**config.mk**
```make
export PLATFORM = sky130hd
export DESIGN_NAME = seg7_monitor_flat
export DESIGN_NICKNAME = d
export VERILOG_FILES = /design/src/rtl/seg7_monitor_if.sv /design/src/rtl/seg7_monitor.sv /design/src/flat_wrapper.sv
export SDC_FILE = /design/constraint.sdc
export NUM_CORES = 1
export LEC_CHECK = 0
export CORE_MARGIN = 2
export CORE_UTILIZATION = 50
export DETAILED_ROUTE_END_ITERATION = 7
export GPL_ROUTABILITY_DRIVEN = 0
export GPL_TIMING_DRIVEN = 0
export PLACE_DENSITY = 0.86
export SYNTH_ARGS = -nofsm -noshare
export SYNTH_HDL_FRONTEND = slang
export SYNTH_SLANG_ARGS = --single-unit
```
**constraint.sdc**
```tcl
create_clock -name clk -period 2.6 [get_ports clk]
set_clock_uncertainty 0.15 [all_clocks]
set_input_delay 0.26 -clock clk [delete_from_list [all_inputs] [get_ports clk]]
set_output_delay 0.26 -clock clk [all_outputs]
set_load 0.02 [all_outputs]
```
**src/rtl/seg7_monitor_if.sv**
```systemverilog
// Segment-stream monitor bundle: sampled segment lines and clear in, decoded digit/period/errors out.
// No handshake; outputs are registered pulses and levels owned by the monitor.
interface seg7_monitor_if #(
  parameter int PERIOD_WIDTH = 24
);
  logic [6:0]              segments;
  logic                    clear_err;
  logic [3:0]              digit;
  logic                    digit_valid;
  logic [PERIOD_WIDTH-1:0] period;
  logic                    period_valid;
  logic                    locked;
  logic                    seq_err;
  logic                    pattern_err;
  logic [7:0]              err_count;

  modport master (
    output segments, clear_err,
    input  digit, digit_valid, period, period_valid, locked, seq_err, pattern_err, err_count
  );

  modport slave (
    input  segments, clear_err,
    output digit, digit_valid, period, period_valid, locked, seq_err, pattern_err, err_count
  );
endinterface

```
**src/rtl/seg7_monitor.sv**
```systemverilog
// Decodes a 7-segment stream back to BCD with a stability filter, checks 0..9 sequencing, measures period.
// Latency: outputs register STABLE_CYCLES+1 edges after a new pattern appears; no backpressure (passive observer).
module seg7_monitor #(
  parameter int STABLE_CYCLES = 4,
  parameter int PERIOD_WIDTH  = 24
) (
  input  logic          clk,
  input  logic          reset,
  seg7_monitor_if.slave mon
);
  typedef enum logic {ACQUIRE, TRACK} state_t;

  localparam logic [3:0]              STABLE     = 4'(STABLE_CYCLES);
  localparam logic [PERIOD_WIDTH-1:0] PERIOD_MAX = '1;

  state_t                  state;
  logic [6:0]              s_q;
  logic [6:0]              cand;
  logic [6:0]              last_pat;
  logic [3:0]              stab_cnt;
  logic [3:0]              stab_next;
  logic [PERIOD_WIDTH-1:0] per_cnt;
  logic                    accept;
  logic                    dec_ok;
  logic                    dec_blank;
  logic [3:0]              dec_digit;
  logic [3:0]              digit_succ;
  logic                    err_seq;
  logic                    err_pat;

  always_comb begin
    dec_ok    = 1'b1;
    dec_blank = 1'b0;
    dec_digit = 4'd0;
    case (s_q)
      7'h3F: dec_digit = 4'd0;
      7'h06: dec_digit = 4'd1;
      7'h5B: dec_digit = 4'd2;
      7'h4F: dec_digit = 4'd3;
      7'h66: dec_digit = 4'd4;
      7'h6D: dec_digit = 4'd5;
      7'h7D: dec_digit = 4'd6;
      7'h07: dec_digit = 4'd7;
      7'h7F: dec_digit = 4'd8;
      7'h6F: dec_digit = 4'd9;
      7'h00: begin
        dec_ok    = 1'b0;
        dec_blank = 1'b1;
      end
      default: dec_ok = 1'b0;
    endcase
  end

  // Acceptance is judged on the count value about to be stored, so the
  // outputs land on the same edge at which the count reaches STABLE.
  always_comb begin
    if (s_q != cand) begin
      stab_next = 4'd1;
    end else if (stab_cnt == STABLE) begin
      stab_next = STABLE;
    end else begin
      stab_next = stab_cnt + 4'd1;
    end
    accept     = (stab_next == STABLE) && (s_q != last_pat);
    digit_succ = (mon.digit == 4'd9) ? 4'd0 : mon.digit + 4'd1;
    err_seq    = accept && dec_ok && (state == TRACK) && (dec_digit != digit_succ);
    err_pat    = accept && !dec_ok && !dec_blank;
  end

  always_ff @(posedge clk or posedge reset) begin
    if (reset) begin
      state            <= ACQUIRE;
      s_q              <= '0;
      cand             <= '0;
      last_pat         <= '0;
      stab_cnt         <= '0;
      per_cnt          <= '0;
      mon.digit        <= '0;
      mon.digit_valid  <= 1'b0;
      mon.period       <= '0;
      mon.period_valid <= 1'b0;
      mon.locked       <= 1'b0;
      mon.seq_err      <= 1'b0;
      mon.pattern_err  <= 1'b0;
      mon.err_count    <= '0;
    end else begin
      s_q              <= mon.segments;
      cand             <= s_q;
      stab_cnt         <= stab_next;
      mon.digit_valid  <= 1'b0;
      mon.period_valid <= 1'b0;

      if (state == TRACK) begin
        if (per_cnt != PERIOD_MAX) per_cnt <= per_cnt + 1'b1;
      end else begin
        per_cnt <= '0;
      end

      if (accept) begin
        last_pat <= s_q;
        per_cnt  <= '0;
        if (dec_ok) begin
          mon.digit       <= dec_digit;
          mon.digit_valid <= 1'b1;
          state           <= TRACK;
          mon.locked      <= 1'b1;
          if (state == TRACK) begin
            mon.period_valid <= 1'b1;
            mon.period       <= (per_cnt == PERIOD_MAX) ? PERIOD_MAX : per_cnt + 1'b1;
          end
        end else begin
          state      <= ACQUIRE;
          mon.locked <= 1'b0;
        end
      end

      // A fault in the clearing cycle still registers, counted from zero.
      if (mon.clear_err) begin
        mon.seq_err     <= 1'b0;
        mon.pattern_err <= 1'b0;
        mon.err_count   <= '0;
      end
      if (err_seq) mon.seq_err <= 1'b1;
      if (err_pat) mon.pattern_err <= 1'b1;
      if (err_seq || err_pat) begin
        if (mon.clear_err) begin
          mon.err_count <= 8'd1;
        end else if (mon.err_count != 8'hFF) begin
          mon.err_count <= mon.err_count + 8'd1;
        end
      end
    end
  end
endmodule
```
**src/flat_wrapper.sv**
```systemverilog
// flat-port wrapper written by rule: the top's interface ports become plain ports
module seg7_monitor_flat 
#(
  parameter int STABLE_CYCLES = 4,
  parameter int PERIOD_WIDTH  = 24
)
  (clk, reset, mon_segments, mon_clear_err, mon_digit, mon_digit_valid, mon_period, mon_period_valid, mon_locked, mon_seq_err, mon_pattern_err, mon_err_count);
  seg7_monitor_if #(.PERIOD_WIDTH(PERIOD_WIDTH)) mon_i ();
  input  logic clk;
  input  logic reset;
  input wire logic [$bits(mon_i.segments)-1:0] mon_segments;
  input wire logic [$bits(mon_i.clear_err)-1:0] mon_clear_err;
  output wire logic [$bits(mon_i.digit)-1:0] mon_digit;
  output wire logic [$bits(mon_i.digit_valid)-1:0] mon_digit_valid;
  output wire logic [$bits(mon_i.period)-1:0] mon_period;
  output wire logic [$bits(mon_i.period_valid)-1:0] mon_period_valid;
  output wire logic [$bits(mon_i.locked)-1:0] mon_locked;
  output wire logic [$bits(mon_i.seq_err)-1:0] mon_seq_err;
  output wire logic [$bits(mon_i.pattern_err)-1:0] mon_pattern_err;
  output wire logic [$bits(mon_i.err_count)-1:0] mon_err_count;
  assign mon_i.segments = mon_segments;
  assign mon_i.clear_err = mon_clear_err;
  assign mon_digit = mon_i.digit;
  assign mon_digit_valid = mon_i.digit_valid;
  assign mon_period = mon_i.period;
  assign mon_period_valid = mon_i.period_valid;
  assign mon_locked = mon_i.locked;
  assign mon_seq_err = mon_i.seq_err;
  assign mon_pattern_err = mon_i.pattern_err;
  assign mon_err_count = mon_i.err_count;
  seg7_monitor #(.STABLE_CYCLES(STABLE_CYCLES), .PERIOD_WIDTH(PERIOD_WIDTH)) u_core (.clk(clk), .reset(reset), .mon(mon_i));
endmodule
```
# Word-level counts from Yosys, hierarchy flattened

Index checks and enable logic that the tools add are counted.
W data, S select, Z words.

Logic and storage cells: 74
Bits in registers: 90

Equal/unequal tests: 20
Reduce and logical (&&, ||, !) cells: 15
Add/sub/neg operators: 4
Mux-type cells: 22

Operator list:

| cell                    | number |
|---|---|
| $mux W24                | 4 |
| $eq A7 B7 Y1 const B    | 7 |
| $pmux W4 S9             | 1 |
| $mux W8                 | 4 |
| $add A24 B1 Y24 const B | 1 |
| $eq A24 B24 Y1 const B  | 1 |
| $ne A24 B24 Y1 const B  | 1 |
| $eq A7 B3 Y1 const B    | 2 |
| $ne A7 B7 Y1            | 2 |
| $mux W4                 | 3 |
| $mux W1                 | 10 |
| $reduce_or A10 Y1       | 1 |
| $add A4 B1 Y4 const B   | 2 |
| $add A8 B1 Y8 const B   | 1 |
| $eq A4 B3 Y1 const B    | 2 |
| $ne A8 B8 Y1 const B    | 1 |
| $eq A7 B6 Y1 const B    | 1 |
| $logic_not A7 Y1        | 1 |
| $logic_and A1 B1 Y1     | 6 |
| $eq A4 B4 Y1 const B    | 1 |
| $ne A4 B4 Y1            | 1 |
| $reduce_bool A2 Y1      | 2 |
| $ne A3 B3 Y1 const B    | 1 |
| $reduce_and A3 Y1       | 1 |
| 3 further kinds         | 4 |

# Longest topological paths before layout

Depth after elaboration: 10
Depth in mapped cells: 10

# Worst setup path after synthesis

No wires, ideal clock.

Kind: flip-flop to flip-flop
Start: register u_core.s_q[4]
End: register u_core.mon.err_count[5]
Slack: -0.026 ns
Path buffers: 3
Stages on the path, launching flop included: 11
Required time: 2.322 ns
Arrival time: 2.348 ns
Cells stage by stage: dfrtp_1 buf_6 or4b_1 a21oi_1 or4_1 buf_4 nand4_2 buf_2 or2_1 o22ai_1 mux2_1

Cells in the longest elaborated chain, start to end: 9
Elaborated cells between the ends (all ways): 30
Classes of those cells: 14 x eq/ne; 5 x mux; 11 x reduce/logical

Ends and longest elaborated chain:

| element                          | line                  | text |
|---|---|---|
| start: declaration               | seg7_monitor.sv:17    | `logic [6:0] s_q;` |
| start signal: assignment         | seg7_monitor.sv:87    | `s_q <= mon.segments;` |
| $ne A7 B7 Y1                     | seg7_monitor.sv:57    | `if (s_q != cand) begin` |
| $mux W4                          | seg7_monitor.sv:57    |  |
| $eq A4 B3 Y1                     | seg7_monitor.sv:64    | `accept = (stab_next == STABLE) && (s_q != last_pat);` |
| $logic_and A1 B1 Y1              | seg7_monitor.sv:64    |  |
| $logic_and A1 B1 Y1 (3 in a row) | seg7_monitor.sv:66    | `err_seq = accept && dec_ok && (state == TRACK) && (dec_digit != digit_succ);` |
| $logic_or A1 B1 Y1 (*)           | seg7_monitor.sv:125   | `if (err_seq \|\| err_pat) begin` |
| $mux W8 (*)                      | seg7_monitor.sv:125   |  |
| end signal: assignment           | seg7_monitor.sv:129   | `mon.err_count <= mon.err_count + 8'd1;` |
| end: declaration                 | seg7_monitor_if.sv:24 | `output digit, digit_valid, period, period_valid, locked, seq_err, pattern_err, err_count` |

Mark *: on every way between the ends. The rest lies on a longest branch, timed or not.
A chain may end at the register's enable or synchronous reset.

# Final worst setup path

Start: register u_core.s_q[5]
End: register u_core.mon.err_count[3]

Same word-level chain as after synthesis.

==> impl_metrics.tcl <==
set metrics [dict create \
    drt_pass1_iterations 5 \
    p_int_mw 2.027 \
    clk_pin_slew_ps 90 \
    fp.dieW_um 97.03 \
    max-slew-margin-rel_pct 56.03 \
    netSwitchingPower_mw 0.6086 \
    utilization_pct 69.49 \
    drt_iter0_drc 166 \
    ys_seq_elements 90 \
    worstMarginPinSlew_ps 658.1 \
    setup_viol 7 \
    total_power_mw 2.635 \
    synth_edf_count 0 \
    antenna_found_initial 0 \
    drive_above_1_share_pct 21.85 \
    ant_nets 0 \
    drc 0 \
    crit_path_start "u_core.s_q[5]" \
    finalCritPeriodShare_pct 103.2 \
    grt_pass1_vias 3565 \
    cp-end-kind "flop" \
    dp.cells 597 \
    comb_power_share_pct 6.4 \
    io_buffer_count 50 \
    io_pins 51 \
    cap_violations 0 \
    vias_per_cell 5.633 \
    hpwl_um 6660 \
    hp-class "in2async" \
    power_density_nw_per_um2 457.0 \
    ys_types 52 \
    leakage_nw 2.487 \
    grt_use_total_pct 22.32 \
    async_flop_share_pct 100.0 \
    arrival_ps 2790 \
    cp_data_required_time_ps 2700 \
    worstSetupStartpointType "flop" \
    p_seq_share_pct 53.8 \
    setup_ws_ps -84.26 \
    die_area_um2 9414 \
    synth_fp_nets 454 \
    root_buffer "clkbuf_8" \
    areaGrowthSynthToFinish_pct 33.29 \
    timing.rr.start "u_core.s_q[5]" \
    overflow 0 \
    swShare_pct 23.10 \
    wl_per_cell_um 17.00 \
    clockPowerShare_pct 39.8 \
    syn_area_um2 4327 \
    grt_max_degree 39 \
    totalWireLength_um 10960 \
    cts_buffers 9 \
    worstPathMaxFanout 8 \
    place_ws_ps -265.6 \
    postCtsHoldBufs 0 \
    hold_viol_final 0 \
    cts_buffer_depth 2 \
    path_class "reg2reg" \
    fin_crit_ps 2684 \
    slew_viol_final 0 \
    avgSynthCellArea_um2 9.833 \
    cts_tree "built" \
    yosysSeqAreaShare_pct 52.05 \
    nets 549 \
    die_h_um 97.03 \
    htreeDepth 3 \
    netlist_instances 440 \
    fmax_mhz 372.5 \
    synth-main-ff-cell "dfrtp_1" \
    final_cells 645 \
    initial_core_util_pct 52.13 \
    clock_sinks 90 \
    vias 3633 \
    insertion_delay_ps 360 \
    diodes 0 \
    yosys_warnings 0 \
    rsz0062_at_grt "yes" \
    status "finished, violations left" \
    core_um2 8299 \
    violations "negative setup slack" \
    peakVddDrop_v 0.0002766 \
    grt_pass1_wl_um 17220 \
    rows 33 \
]
## critical path, stage by stage, from the launching register on
cell and delay [ps]:
dfrtp_1 390, buf_4 180, nor4_2 350, and4_1 290, buf_4 150, nor2_4 40, xnor2_1 120, nor4_2 280
buf_4 230, o22ai_1 80, mux2_1 320
## Yosys cell counts, types with 6 or more instances
library cell  count  area, um2
o21ai_0          32      160.2
nor3_1            8      40.04
nor2_1           63      236.5
xnor2_1          17      148.9
nand3_1          20      100.1
dfrtp_1          90       2252
inv_1            14      52.55
xor2_1           20      175.2
nand2_1          48      180.2
mux2_2            9      101.4
a21oi_1           7      35.03
nor2b_1           7      43.79
or3_1             6      37.54
clkbuf_1         11      41.29
## layout by cell type, fill, tap and decap left out, drive strengths merged, types with 4 or more instances in the layout
cell type,instances
nand2,48
xnor2,17
nor2b,7
nor3,8
xor2,20
and4,4
buf,48
a21oi,7
mux2,13
clkbuf,17
nand2b,4
nor2,63
clkdlybuf4s50,50
inv,13
o22ai,4
and3,5
ha,4
nand4,5
and2,4
nor4,5
or3,6
dfrtp,90
nand3,20
o21ai,32
## flip-flops by register name (all words and copies together), names as in the netlist
register	cells
u_core.mon.locked	1
u_core.per_cnt	24
u_core.mon.digit	4
u_core.stab_cnt	4
u_core.mon.period_valid	1
u_core.mon.seq_err	1
u_core.mon.err_count	8
u_core.cand	7
u_core.mon.pattern_err	1
u_core.mon.digit_valid	1
u_core.s_q	7
u_core.mon.period	24
u_core.last_pat	7
## cells by family after synthesis
group,share of synthesized area [%]
AND/OR/NAND/NOR,22.79
XOR/XNOR,7.490
multiplexers,4.078
adder cells (fa/ha/maj),1.157
buffers and inverters,4.020
flip-flops,52.05
AO/OA/AOI/OAI,8.415
## per-layer routing
layer	track usage, %	routed length [um]
met1	27.71	4567
met2	39.21	5688
met5	0	0
met3	3.974	489
met4	7.692	218
## metrics by stage
step	instance area [um2]	hold slack [ps]	TNS [ps]
4_1_cts	5514	178.4	-184.5
3_5_place_dp	5031	209.1	-9570
6_report	5767	176.9	-441.3
3_3_place_gp	4984	209.0	-5971
5_1_grt	5767	166.8	-3814
2_1_floorplan	4352	141.4	0
## power by group through the flow
| stage | clock [mW] | sequential, mW | combinational, mW |
|---|---|---|---|
| final | 1.05 | 1.42 | 0.169 |
| after global routing | 1.12 | 1.42 | 0.181 |
| after CTS | 1.06 | 1.42 | 0.144 |
| after detailed placement | 0 | 1.44 | 0.122 |
| after global placement | 0 | 1.44 | 0.108 |
| after floorplan | 0 | 1.44 | 0.0786 |
## repair_timing
item	CTS	global route
gates resized for setup	32	38
setup endpoints to repair	56	55
setup buffers	18	14
cloned	2	0
pin swaps	14	10
## layout make-up
cell class | count | area [um2]
fill | 564 | 2532
sequential | 90 | 2253
multi-input combinational | 314 | 2123
timing repair buffer | 86 | 825.8
buffer | 20 | 158.9
tap | 105 | 131.4
clock buffer | 9 | 123.9
clock inverter | 7 | 93.84
inverter | 14 | 56.30
## worst paths after layout
| check | depth (start not counted) | end | slack [ps] |
|---|---|---|---|
| worst max-delay path | 10 | u_core.mon.err_count[3] | -80 |
| worst min-delay path | 2 | u_core.s_q[0] | 180 |
| worst max register to register | 10 | u_core.mon.err_count[3] | -80 |
| worst min register to register | 0 | u_core.cand[5] | 250 |
| max in group asynchronous | 4 | u_core.mon.period[16] | 1320 |
| min in group clk | 1 | u_core.s_q[2] | 180 |
(Power assumes the default switching activity.)
